<file path="src/rtl/posit_add_arbiter.sv">
// -----------------------------------------------------------------------------
// posit_add_arbiter
//
// Shares one pipelined posit adder between NREQ requesters. A round-robin
// arbiter grants at most one valid/ready request per cycle, the granted
// operand pair is registered onto the adder inputs, and a tag pipeline that
// runs alongside the adder carries the requester ID. Each result is
// registered and strobed back to the requester that issued it.
//
// Parameters
//   WIDTH    posit width (operand/result width)
//   EN       posit exponent size; only range-checked here, used by the adder
//   NREQ     number of requesters, 2..8
//   ADD_LAT  adder latency in cycles (add_a/add_b in to add_q out), >= 1
//   IDW      requester-ID width, derived from NREQ
//
// Ports
//   clk_i            clock
//   rst_i            asynchronous reset, active-high
//   en_i             1 = new grants allowed, 0 = drain in-flight ops only
//   req_valid_i      per-requester request valid
//   req_a_i/req_b_i  packed operands; requester i owns [i*WIDTH +: WIDTH]
//   req_ready_o      one-hot grant, combinational from req_valid/en/pointer
//   add_a_o/add_b_o  registered operands to the adder
//   add_q_i          adder result
//   rsp_valid_o      one-hot, one-cycle result strobe
//   rsp_id_o         requester ID of the current/last result
//   rsp_data_o       result data, held between strobes
//   busy_o           any op in flight, a response strobing, or a grant now
//
// Optional feature (macro POSIT_ARB_PERF_EN)
//   perf_issue_o     count of transfers
//   perf_conflict_o  cycles with two or more requests while en_i = 1
//   Both reset to 0, wrap at 2^32 and update the cycle after the event.
// -----------------------------------------------------------------------------
module posit_add_arbiter #(
    parameter int unsigned WIDTH   = 32,
    parameter int unsigned EN      = 3,
    parameter int unsigned NREQ    = 4,
    parameter int unsigned ADD_LAT = 2,
    localparam int unsigned IDW    = $clog2(NREQ)
) (
    input  logic                  clk_i,
    input  logic                  rst_i,
    input  logic                  en_i,
    input  logic [NREQ-1:0]       req_valid_i,
    input  logic [NREQ*WIDTH-1:0] req_a_i,
    input  logic [NREQ*WIDTH-1:0] req_b_i,
    output logic [NREQ-1:0]       req_ready_o,
    output logic [WIDTH-1:0]      add_a_o,
    output logic [WIDTH-1:0]      add_b_o,
    input  logic [WIDTH-1:0]      add_q_i,
    output logic [NREQ-1:0]       rsp_valid_o,
    output logic [IDW-1:0]        rsp_id_o,
    output logic [WIDTH-1:0]      rsp_data_o,
    output logic                  busy_o
`ifdef POSIT_ARB_PERF_EN
    ,
    output logic [31:0]           perf_issue_o,
    output logic [31:0]           perf_conflict_o
`endif
);

    // -------------------------------------------------------------------------
    // Elaboration-time parameter checks
    // -------------------------------------------------------------------------
    if (NREQ < 2 || NREQ > 8) begin : g_chk_nreq
        $error("posit_add_arbiter: NREQ must be in 2..8");
    end
    if (ADD_LAT < 1) begin : g_chk_lat
        $error("posit_add_arbiter: ADD_LAT must be >= 1");
    end
    if (EN + 3 > WIDTH) begin : g_chk_en
        $error("posit_add_arbiter: EN too large for WIDTH");
    end

    // -------------------------------------------------------------------------
    // Round-robin arbiter
    // -------------------------------------------------------------------------
    logic [IDW-1:0]  ptr_q, ptr_d;
    logic [NREQ-1:0] gnt;
    logic [IDW-1:0]  gnt_id;
    logic            gnt_any;
    logic [IDW:0]    scan_sum;
    logic [IDW-1:0]  scan_idx;

    // Search starts at ptr+1 and wraps. scan_sum is one bit wider than the
    // ID so ptr+k (at most 2*NREQ-1) never overflows before the wrap.
    always_comb begin
        gnt      = '0;
        gnt_id   = '0;
        gnt_any  = 1'b0;
        scan_sum = '0;
        scan_idx = '0;
        if (en_i && !rst_i) begin
            for (int k = 1; k <= int'(NREQ); k++) begin
                scan_sum = {1'b0, ptr_q} + (IDW+1)'(k);
                if (scan_sum >= (IDW+1)'(NREQ)) begin
                    scan_sum = scan_sum - (IDW+1)'(NREQ);
                end
                scan_idx = scan_sum[IDW-1:0];
                if (!gnt_any && req_valid_i[scan_idx]) begin
                    gnt_any          = 1'b1;
                    gnt_id           = scan_idx;
                    gnt[scan_idx]    = 1'b1;
                end
            end
        end
    end

    assign req_ready_o = gnt;

    // A grant is only ever raised on a valid request, so grant == transfer.
    always_comb begin
        ptr_d = ptr_q;
        if (gnt_any) begin
            ptr_d = gnt_id;
        end
    end

    // -------------------------------------------------------------------------
    // Operand issue registers
    // -------------------------------------------------------------------------
    logic [WIDTH-1:0] sel_a, sel_b;
    logic [WIDTH-1:0] add_a_q, add_a_d;
    logic [WIDTH-1:0] add_b_q, add_b_d;

    always_comb begin
        sel_a = '0;
        sel_b = '0;
        for (int i = 0; i < int'(NREQ); i++) begin
            if (gnt[i]) begin
                sel_a = req_a_i[i*WIDTH +: WIDTH];
                sel_b = req_b_i[i*WIDTH +: WIDTH];
            end
        end
    end

    // Operands hold when nothing issues; the tag pipeline marks them stale.
    always_comb begin
        add_a_d = add_a_q;
        add_b_d = add_b_q;
        if (gnt_any) begin
            add_a_d = sel_a;
            add_b_d = sel_b;
        end
    end

    always_ff @(posedge clk_i or posedge rst_i) begin
        if (rst_i) begin
            ptr_q   <= IDW'(NREQ - 1);
            add_a_q <= '0;
            add_b_q <= '0;
        end else begin
            ptr_q   <= ptr_d;
            add_a_q <= add_a_d;
            add_b_q <= add_b_d;
        end
    end

    assign add_a_o = add_a_q;
    assign add_b_o = add_b_q;

    // -------------------------------------------------------------------------
    // Tag pipeline
    // Stage 0 lines up with add_a/add_b; stages 1..ADD_LAT follow the adder,
    // so stage ADD_LAT lines up with add_q.
    // -------------------------------------------------------------------------
    logic [ADD_LAT:0] tag_vld_q;
    logic [IDW-1:0]   tag_id_q [ADD_LAT+1];

    always_ff @(posedge clk_i or posedge rst_i) begin
        if (rst_i) begin
            tag_vld_q <= '0;
            for (int i = 0; i <= int'(ADD_LAT); i++) begin
                tag_id_q[i] <= '0;
            end
        end else begin
            tag_vld_q   <= {tag_vld_q[ADD_LAT-1:0], gnt_any};
            tag_id_q[0] <= gnt_id;
            for (int i = 1; i <= int'(ADD_LAT); i++) begin
                tag_id_q[i] <= tag_id_q[i-1];
            end
        end
    end

    // -------------------------------------------------------------------------
    // Response register
    // -------------------------------------------------------------------------
    logic [NREQ-1:0]  rsp_valid_q, rsp_valid_d;
    logic [IDW-1:0]   rsp_id_q, rsp_id_d;
    logic [WIDTH-1:0] rsp_data_q, rsp_data_d;

    always_comb begin
        rsp_valid_d = '0;
        rsp_id_d    = rsp_id_q;
        rsp_data_d  = rsp_data_q;
        if (tag_vld_q[ADD_LAT]) begin
            rsp_valid_d[tag_id_q[ADD_LAT]] = 1'b1;
            rsp_id_d                       = tag_id_q[ADD_LAT];
            rsp_data_d                     = add_q_i;
        end
    end

    always_ff @(posedge clk_i or posedge rst_i) begin
        if (rst_i) begin
            rsp_valid_q <= '0;
            rsp_id_q    <= '0;
            rsp_data_q  <= '0;
        end else begin
            rsp_valid_q <= rsp_valid_d;
            rsp_id_q    <= rsp_id_d;
            rsp_data_q  <= rsp_data_d;
        end
    end

    assign rsp_valid_o = rsp_valid_q;
    assign rsp_id_o    = rsp_id_q;
    assign rsp_data_o  = rsp_data_q;

    // Includes the strobe cycle so busy falls the cycle after the last rsp.
    assign busy_o = gnt_any | (|tag_vld_q) | (|rsp_valid_q);

    // -------------------------------------------------------------------------
    // Optional performance counters
    // -------------------------------------------------------------------------
`ifdef POSIT_ARB_PERF_EN
    logic [31:0] perf_issue_q, perf_issue_d;
    logic [31:0] perf_conflict_q, perf_conflict_d;
    logic        multi_req;

    always_comb begin
        multi_req       = en_i && ($countones(req_valid_i) >= 2);
        perf_issue_d    = perf_issue_q + {31'd0, gnt_any};
        perf_conflict_d = perf_conflict_q + {31'd0, multi_req};
    end

    always_ff @(posedge clk_i or posedge rst_i) begin
        if (rst_i) begin
            perf_issue_q    <= '0;
            perf_conflict_q <= '0;
        end else begin
            perf_issue_q    <= perf_issue_d;
            perf_conflict_q <= perf_conflict_d;
        end
    end

    assign perf_issue_o    = perf_issue_q;
    assign perf_conflict_o = perf_conflict_q;
`endif

endmodule

</file>
<file path="config.mk">
export PLATFORM = sky130hd
export DESIGN_NAME = posit_add_arbiter
export DESIGN_NICKNAME = d
export VERILOG_FILES = /design/src/rtl/posit_add_arbiter.sv
export SDC_FILE = /design/constraint.sdc
export NUM_CORES = 1
export LEC_CHECK = 0
export ABC_AREA = 0
export CAP_MARGIN = 20
export CELL_PAD_IN_SITES_DETAIL_PLACEMENT = 0
export CELL_PAD_IN_SITES_GLOBAL_PLACEMENT = 1
export CORE_MARGIN = 2
export CORE_UTILIZATION = 27
export CTS_BUF_LIST = sky130_fd_sc_hd__clkbuf_16
export CTS_CLUSTER_DIAMETER = 30
export DETAILED_ROUTE_END_ITERATION = 8
export MAX_ROUTING_LAYER = met4
export PLACE_DENSITY_LB_ADDON = 0.1
export SYNTH_ARGS = -nofsm -noshare
export SYNTH_HDL_FRONTEND = slang
export SYNTH_SLANG_ARGS = --single-unit
</file>
<file path="constraint.sdc">
create_clock -name clk_i -period 6.4 [get_ports clk_i]
set_clock_uncertainty 0.15 [all_clocks]
set_input_delay 0.64 -clock clk_i [delete_from_list [all_inputs] [get_ports clk_i]]
set_output_delay 0.64 -clock clk_i [all_outputs]
set_load 0.03 [all_outputs]
</file>
# Word-level counts from Yosys, hierarchy flattened
# Index checks and enable logic that the tools add are counted.
[classes]
n_addsub = 8
multipliers = 0
div = 0
magnitude_cmp = 14
n_eq_ne = 0
shift = 0
mux = 56
bitwise = 5
reduce_logical = 15
[op_table]
columns = ["cell", "n"]
rows = [
  ["32-bit 2-to-1 mux", 8],
  ["4-bit 2-to-1 mux", 9],
  ["2-bit 2-to-1 mux", 13],
  ["1-bit 2-to-1 mux", 17],
  ["2-bit by 3-bit < comparator with 1-bit output (second input constant)", 5],
  ["3-bit >= comparator (second input constant)", 4],
  ["4-bit bitwise OR", 3],
  ["1-bit demux with 2-bit select", 5],
  ["2-bit by 1-bit >= comparator with 1-bit output (second input constant)", 5],
  ["1-bit logical AND", 9],
  ["1-bit binary-select mux with 2-bit select", 4],
  ["2-bit by 1-bit subtractor with 2-bit output (second input constant)", 4],
  ["2-bit by 2-bit adder with 3-bit output (second input constant)", 2],
  ["1-bit zero test", 4],
  ["4-bit OR reduction", 1],
  ["2-bit by 1-bit adder with 3-bit output (second input constant)", 1],
  ["2-bit by 3-bit adder with 3-bit output (second input constant)", 1],
  ["3-bit OR reduction", 1],
  ["1-bit bitwise OR", 2],
]
[word_totals]
regBits = 113
latch_bits = 0
ramBits = 0
romBits = 0
output_inout_bits = 107
wordCells = 108
n_memories = 0

# Longest topological paths before layout
# Gate-level depths: netlist of run 1.
[depth]
depth_word = 24
ltp_mapped = 12
depth_no_buf = 9

# Least setup slack after synthesis of run 1
# Ideal clock, no wire load.
[synth_path]
path_type = "input-to-output"
start = "input port rst_i"
end = "output port req_ready_o[3]"
arrival_ns = 4.797
t_required_ns = 5.610
slack_ns = 0.813
path_stages = 7
n_path_buf = 2
path_cell_list = "inv_1 nand2_1 o31a_1 buf_4 a21o_1 inv_2 buf_2"
[synth_between]
elab_chain_cells = 3
[synth_lines]
columns = ["item", "line_no", "text"]
rows = [
  ["start: declaration", "44", "input logic rst_i,"],
  ["1-bit zero test (no source line)", "--", ""],
  ["1-bit logical AND", "95", "if (en_i && !rst_i) begin"],
  ["4-bit 2-to-1 mux", "95", ""],
  ["end: declaration", "49", "output logic [NREQ-1:0] req_ready_o,"],
]
# Every way passes these cells.

# Worst setup path in the final report of run 1
[layout_path]
start = "register ptr_q[0]"
end = "output port req_ready_o[2]"
[layout_between]
elab_chain_cells = 20
elab_cells_between_ends = 71
[layout_lines]
columns = ["item", "line_no", "text"]
rows = [
  ["start: declaration", "80", "logic [IDW-1:0] ptr_q, ptr_d;"],
  ["start signal: assignment", "151", "ptr_q <= IDW'(NREQ - 1);"],
  ["start signal: assignment", "155", "ptr_q <= ptr_d;"],
  ["branches (longest 18 deep; another with 2-bit by 1-bit adder with 3-bit output)", "--", ""],
  ["4-bit 2-to-1 mux (*)", "102", "if (!gnt_any && req_valid_i[scan_idx]) begin"],
  ["4-bit 2-to-1 mux (*)", "95", ""],
]
# Mark *: on every way between the ends. The select of a mux whose other input is x is not followed.

==> results of run 1 <==
-- registers in the layout, indices dropped and copies added (netlist names) --
| signal | cells |
|---|---|
| rsp_valid_o | 4 |
| ptr_q | 2 |
| add_a_o | 32 |
| rsp_data_o | 32 |
| tag_vld_q | 3 |
| rsp_id_o | 2 |
| add_b_o | 32 |
| tag_id_q | 6 |
-- Yosys cell counts (3+ instances only) --
library cell | n | area [um2]
sky130_fd_sc_hd__nand2b_1 | 3 | 18.77
sky130_fd_sc_hd__clkbuf_1 | 18 | 67.56
sky130_fd_sc_hd__nor2_1 | 12 | 45.04
sky130_fd_sc_hd__o221ai_2 | 50 | 750.7
sky130_fd_sc_hd__inv_1 | 60 | 225.2
sky130_fd_sc_hd__mux4_2 | 4 | 90.09
sky130_fd_sc_hd__nor2b_1 | 3 | 18.77
sky130_fd_sc_hd__dfrtp_1 | 111 | 2778
sky130_fd_sc_hd__ha_1 | 8 | 100.1
sky130_fd_sc_hd__a21o_1 | 5 | 37.54
sky130_fd_sc_hd__nor3b_1 | 3 | 22.52
sky130_fd_sc_hd__buf_2 | 15 | 75.07
sky130_fd_sc_hd__nand3_1 | 15 | 75.07
sky130_fd_sc_hd__buf_4 | 5 | 37.54
sky130_fd_sc_hd__mux2_2 | 34 | 382.9
sky130_fd_sc_hd__a22oi_1 | 100 | 750.7
sky130_fd_sc_hd__o22ai_1 | 16 | 100.1
sky130_fd_sc_hd__buf_6 | 12 | 135.1
sky130_fd_sc_hd__a21oi_1 | 19 | 95.09
sky130_fd_sc_hd__a221oi_1 | 14 | 122.6
sky130_fd_sc_hd__nand2_1 | 3 | 11.26
-- worst max-delay path by stage --
stage                               from        endpoint  slack, ns
after floorplan                    rst_i  req_ready_o[3]       0.81
after global placement    req_valid_i[2]     add_a_o[27]       1.47
after detailed placement  req_valid_i[2]      add_b_o[6]       1.35
after CTS                       ptr_q[0]  req_ready_o[2]       1.08
after global routing            ptr_q[0]  req_ready_o[2]       0.85
final                           ptr_q[0]  req_ready_o[2]       1.14
-- through the flow --
step,util [%],cell area [um2],hold WS [ns],setup WS (ns)
3_3_place_gp,45.28,10570,0.1855,1.466
4_1_cts,47.75,11140,0.1995,1.081
2_1_floorplan,-,6389,0.1812,0.8130
6_report,47.96,11190,0.1991,1.142
5_1_grt,47.96,11190,0.2028,0.8510
3_5_place_dp,45.28,10570,0.1863,1.355
-- final cells by class --
type,instances,share of cell area (%)
multi-input combinational,328,27.03
inverter,63,2.180
timing repair buffer,410,36.76
clock inverter,15,1.342
sequential,113,25.29
clock buffer,17,3.801
tap,319,3.567
antenna,1,0.02236
-- power groups by stage --
stage	combinational [W]	clock, W	sequential, W
finish	0.00262	0.000926	0.00117
global route	0.00279	0.000992	0.00121
CTS	0.00264	0.000949	0.00118
detailed placement	0.00263	0	0.00118
global placement	0.00259	0	0.00118
floorplan	0.00119	0	0.00162
-- kinds of logic (layout without fill, tap and decap cells) --
kind of cell / after synthesis / count (layout) / synth area share [%]
AND/OR/NAND/NOR: 55 / 55 / 4.936
multiplexers: 40 / 40 / 7.717
other: 0 / 1 / 0
buffers and inverters: 114 / 505 / 8.793
XOR/XNOR: 2 / 2 / 0.2742
adder cells (fa/ha/maj): 8 / 8 / 1.567
flip-flops: 113 / 113 / 44.30
AO/OA/AOI/OAI: 223 / 223 / 32.41
-- per-layer routing --
metal | track usage, % | up-vias
li1 | - | 2921
met1 | 23.87 | 3035
met2 | 35.32 | 299
met3 | 5.256 | 19
met4 | 5.887 | 0
met5 | - | -
-- worst reg2reg max path: cells and delay by family (launching register included) --
family	cells	cell delay [ns]
flops	1	0.73
compound gates	2	0.33
fa+ha+maj	1	0.46
simple gates	3	1.64
mux	1	0.57
buf+inv	2	0.66
==> flow_metrics.tcl, run 1 <==
set metrics [dict create \
    status "completed" \
    tritoncts "done" \
    row_count 56 \
    worstReg2RegEnd "add_a_o[14]" \
    synth.yosys.warnings 0 \
    holdPathEnd "tag_id_q[3]" \
    mostFrequentLayoutCell "sky130_fd_sc_hd__clkdlybuf4s50_1" \
    cts_resized 0 \
    cts_made_buffers 17 \
    gr-usage-all-layers_pct 20.61 \
    layout_worst_path_cycle_share_pct 82.16 \
    syn_avg_cell_area_um2 11.51 \
    routedWlPerCell_um 20.46 \
    worst_path_max_delay_cell "sky130_fd_sc_hd__dfstp_2" \
    min_delay_path_depth 0 \
    start_util_pct 27.38 \
    max_cap_viol_count 0 \
    synth-edff-count 0 \
    detail_route.vias_per_cell 4.956 \
    irDropWorstVdd_mv 0.1929 \
    power.share.clock_pct 19.6 \
    drt.antenna.violating_nets 0 \
    endpoint_kind "output port" \
    final.fill_count 2141 \
    drc 0 \
    path_cells "clkinv_1 > ha_1 > mux4_2 > or3b_1 > a211oi_2 > nor2_2 > clkinv_4 > clkdlybuf4s50_1" \
    hp-start "tag_id_q[5]" \
    p_total_w 0.004715 \
    core_um2 23330 \
    path_buf_inv 3 \
    die_h_um 157.8 \
    final_tns_setup_ns 0 \
    clock.fmax_mhz 190.2 \
    report.final.slew_viol_count 0 \
    wirelength_met1_mm 10.06 \
    crit_required_ns 5.61 \
    power.internal_w 0.002678 \
    postSynthRegisterBits 113 \
    maxUsedRoutingLayer "met4" \
    postSynthCellCount 555 \
    total_leakage_power_nw 4.382 \
    async_reset_ff_share_pct 100.0 \
    timing.rr.start "ptr_q[0]" \
    grt_pass1_wl_mm 37.51 \
    report.final.hold_viol_count 0 \
    detailroute.wirelength.met3_mm 1.987 \
    fp.dieArea_um2 24910 \
    worst_r2r_path_depth 9 \
    port_buffers 401 \
    io-pin-count 402 \
    rsz0062_at_grt "false" \
    timing.hold.worst.class "flip-flop to flip-flop" \
    cts.path.max_buffers 2 \
    pin_slew_with_the_least_headroom_to_its_limit_ns 1.008 \
    max_stage_delay_ns 0.73 \
    setup.reg_to_reg.worst_slack_ns 1.71 \
    fin_nets 1236 \
    synth_sequential_area_ratio_pct 44.30 \
    cts_root_buffer "sky130_fd_sc_hd__clkbuf_16" \
    cts.clk_slew.worst_paths_ns 0.06 \
    postSynthNetCount 858 \
    storage_cell_area_um2 2830 \
    layout-area-overhead-vs-synth_pct 75.17 \
    stdcell_count 1266 \
    grt_start_max_net_pins 80 \
    vias 6274 \
    post-dp-hpwl_mm 19.80 \
    critical_path.max_fanout 16 \
    timing.critical_path.arrival_ns 4.47 \
    postSynth.topFlopCell "sky130_fd_sc_hd__dfrtp_1" \
    timing.critical_path.from_type "flip-flop" \
    postRouteWirelength_mm 25.90 \
    p_switching_w 0.002037 \
    detailedRoute.firstPassIterationCount 4 \
    power_per_cell_area_nw_per_um2 421.3 \
    area_of_the_multi_input_gates_um2 3025 \
    dr_wl_met2_mm 13.54 \
    slew_headroom_pct 32.79 \
    comb_power_share_pct 55.5 \
    number_of_antenna_violations_at_the_first_check_in_global_routing 1 \
    netlist-cell-type-count 57 \
    global_route.overflow_total 0 \
    placed_cells 1231 \
    clock_tree.htree_level_count 4 \
    fp.dieW_um 157.8 \
    critical_path_class "flip-flop to output port" \
    finalSetupViolCount 0 \
    via_count_of_the_first_global_routing_pass 6408 \
    cts_hold_buffers 0 \
    cts_sinks 113 \
    finalWeightedCongestion 0.8929 \
    worst-path-stages 8 \
    clock_latency_at_the_later_pin_of_the_worst_skew_pair_ns 0.41 \
    power.sequential.fraction_pct 24.9 \
    critical-path-top-delay-family "buffers and inverters" \
    detailedRoute.firstIterationViolations 283 \
    power.share.switching_pct 43.21 \
    mostFrequentLayoutCells "sky130_fd_sc_hd__clkdlybuf4s50_1 (401), sky130_fd_sc_hd__dfrtp_1 (111), sky130_fd_sc_hd__a22oi_1 (100), sky130_fd_sc_hd__inv_1 (59), sky130_fd_sc_hd__o221ai_2 (50)" \
    mappedNetlistArea_um2 6389 \
    cts.repair_timing.setup_buffer_count 0 \
    final_period_minus_worst_setup_slack_ns 5.258 \
    layout-drive-gt1-share_pct 15.96 \
]
Note: power is estimated with default switching activity, not from simulation.
==> run 2: changes to the inputs <==
- clock period: 6.4 -> 5.15 ns (I/O delays scaled with it)
==> run 2 against run 1 <==
Non-clock buffer count increased by 3. Largest cell class unchanged. Worst setup slack got worse by 0.52 ns. Sequential share of layout area about the same. Highest routed layer unchanged. Register-to-register slack got worse by 0.71 ns. Combinational power increased by 25%. Sequential power increased by 26%. Clock-buffer cell count unchanged. Worst hold slack about the same. Critical endpoint unchanged.
==> flow_metrics.tcl, run 2 (synthesis gave the netlist of run 1 again) <==
set metrics [dict create \
    status "completed" \
    port_buffers 401 \
    pin_slew_with_the_least_headroom_to_its_limit_ns 0.8835 \
    critical-path-top-delay-family "buffers and inverters" \
    clock.fmax_mhz 220.9 \
    path_buf_inv 3 \
    hp-start "tag_id_q[2]" \
    number_of_antenna_violations_at_the_first_check_in_global_routing 1 \
    grt_pass1_wl_mm 38.60 \
    worst_r2r_path_depth 9 \
    mostFrequentLayoutCell "sky130_fd_sc_hd__clkdlybuf4s50_1" \
    die_h_um 157.8 \
    total_leakage_power_nw 4.364 \
    mostFrequentLayoutCells "sky130_fd_sc_hd__clkdlybuf4s50_1 (400), sky130_fd_sc_hd__dfrtp_1 (111), sky130_fd_sc_hd__a22oi_1 (100), sky130_fd_sc_hd__inv_1 (59), sky130_fd_sc_hd__o221ai_2 (50)" \
    final.fill_count 2166 \
    cts_root_buffer "sky130_fd_sc_hd__clkbuf_16" \
    timing.hold.worst.class "flip-flop to flip-flop" \
    cts_resized 0 \
    drt.antenna.violating_nets 0 \
    endpoint_kind "output port" \
    layout-area-overhead-vs-synth_pct 75.15 \
    cts_made_buffers 17 \
    timing.critical_path.from_type "flip-flop" \
    fin_nets 1239 \
    timing.critical_path.arrival_ns 3.86 \
    layout_worst_path_cycle_share_pct 87.88 \
    layout-drive-gt1-share_pct 16.33 \
    gr-usage-all-layers_pct 21.27 \
    setup.reg_to_reg.worst_slack_ns 1.00 \
    postRouteWirelength_mm 26.45 \
    detailedRoute.firstIterationViolations 292 \
    clock_latency_at_the_later_pin_of_the_worst_skew_pair_ns 0.41 \
    drc 0 \
    rsz0062_at_grt "false" \
    row_count 56 \
    cts_sinks 113 \
    fp.dieArea_um2 24910 \
    post-dp-hpwl_mm 20.34 \
    pre_cts_setup_slack_ns 0.9527 \
    area_of_the_multi_input_gates_um2 3025 \
    timing.rr.start "ptr_q[0]" \
    storage_cell_area_um2 2830 \
    report.final.slew_viol_count 0 \
    tritoncts "done" \
    detail_route.vias_per_cell 4.989 \
    final_period_minus_worst_setup_slack_ns 4.526 \
    clock_tree.htree_level_count 4 \
    cts.repair_timing.setup_buffer_count 0 \
    grt_start_max_net_pins 66 \
    cts.path.max_buffers 2 \
    routedWlPerCell_um 20.84 \
    max_cap_viol_count 0 \
    irDropWorstVdd_mv 0.2720 \
    worstReg2RegEnd "add_b_o[9]" \
    vias 6331 \
    slew_headroom_pct 41.10 \
    global_route.overflow_total 0 \
    report.final.hold_viol_count 0 \
    critical_path.max_fanout 16 \
    power_per_cell_area_nw_per_um2 524.2 \
    timing.final.ws_setup_ns 0.6240 \
    max_stage_delay_ns 0.75 \
    final_tns_setup_ns 0 \
    start_util_pct 27.38 \
    detailedRoute.firstPassIterationCount 4 \
    cts.clk_slew.worst_paths_ns 0.06 \
    io-pin-count 402 \
    finalSetupViolCount 0 \
    finalWeightedCongestion 0.8755 \
    critical_path_class "flip-flop to output port" \
    worst_path_max_delay_cell "sky130_fd_sc_hd__dfstp_2" \
    crit_required_ns 4.49 \
    path_cells "clkinv_1 > ha_1 > mux4_2 > or3b_1 > a211oi_2 > nor2_2 > clkinv_4 > clkdlybuf4s50_1" \
    via_count_of_the_first_global_routing_pass 6550 \
    fp.dieW_um 157.8 \
    holdPathEnd "tag_id_q[0]" \
    min_delay_path_depth 0 \
    core_um2 23330 \
    cts_hold_buffers 0 \
]
-- run 2: metal layers --
layer | global-route usage, % | share of wire, % | vias to the layer above
li1 | - | - | 2938
met1 | 24.30 | 39 | 3062
met2 | 36.15 | 51 | 301
met3 | 5.749 | 7.7 | 30
met4 | 7.056 | 2.5 | 0
met5 | - | 0 | -
-- run 2: metrics by stage --
step	utilization, %	area (um2)	total power (W)	std cells	hold WS [ns]
floorplan	-	6392	0.003493	555	0.1812
global placement	45.54	10630	0.004762	1236	0.1873
detailed placement	45.54	10630	0.004800	1236	0.1885
CTS	47.95	11190	0.005954	1268	0.2022
global route	47.96	11190	0.006229	1269	0.2057
finish	47.96	11190	0.005866	1269	0.1994
-- run 2: power by group --
part,switching [W],internal (W)
combinational,0.00184,0.00143
clock,0.000452,0.000667
sequential,0.000238,0.00124
-- run 2: area by class of cell --
type / instances / area share [%]
Antenna cell: 1 / 0.02236
Clock buffer: 17 / 3.802
Timing Repair Buffer: 413 / 36.88
Tap cell: 319 / 3.567
Multi-Input combinational cell: 328 / 27.04
Inverter: 63 / 2.192
Sequential cell: 113 / 25.29
Clock inverter: 15 / 1.208
-- run 2: worst reg2reg max path: stages, from the launching register on --
cell	delay, ns
sky130_fd_sc_hd__dfstp_2	0.75
sky130_fd_sc_hd__clkinv_1	0.35
sky130_fd_sc_hd__ha_1	0.45
sky130_fd_sc_hd__mux4_2	0.58
sky130_fd_sc_hd__nor3b_1	0.17
sky130_fd_sc_hd__o22ai_1	0.24
sky130_fd_sc_hd__nand3_2	0.34
sky130_fd_sc_hd__nand2b_4	0.50
sky130_fd_sc_hd__buf_4	0.37
sky130_fd_sc_hd__o221ai_2	0.17
-- run 2: worst max path at each step --
stage / start / to / cells after the start / slack (ns)
2_1_floorplan: rst_i / busy_o / 6 / 0.80
3_3_place_gp: req_valid_i[2] / busy_o / 7 / 1.0
3_5_place_dp: ptr_q[0] / add_a_o[3] / 9 / 0.95
4_1_cts: ptr_q[0] / req_ready_o[2] / 8 / 0.57
5_1_grt: ptr_q[0] / req_ready_o[2] / 8 / 0.41
6_report: ptr_q[0] / req_ready_o[2] / 8 / 0.62
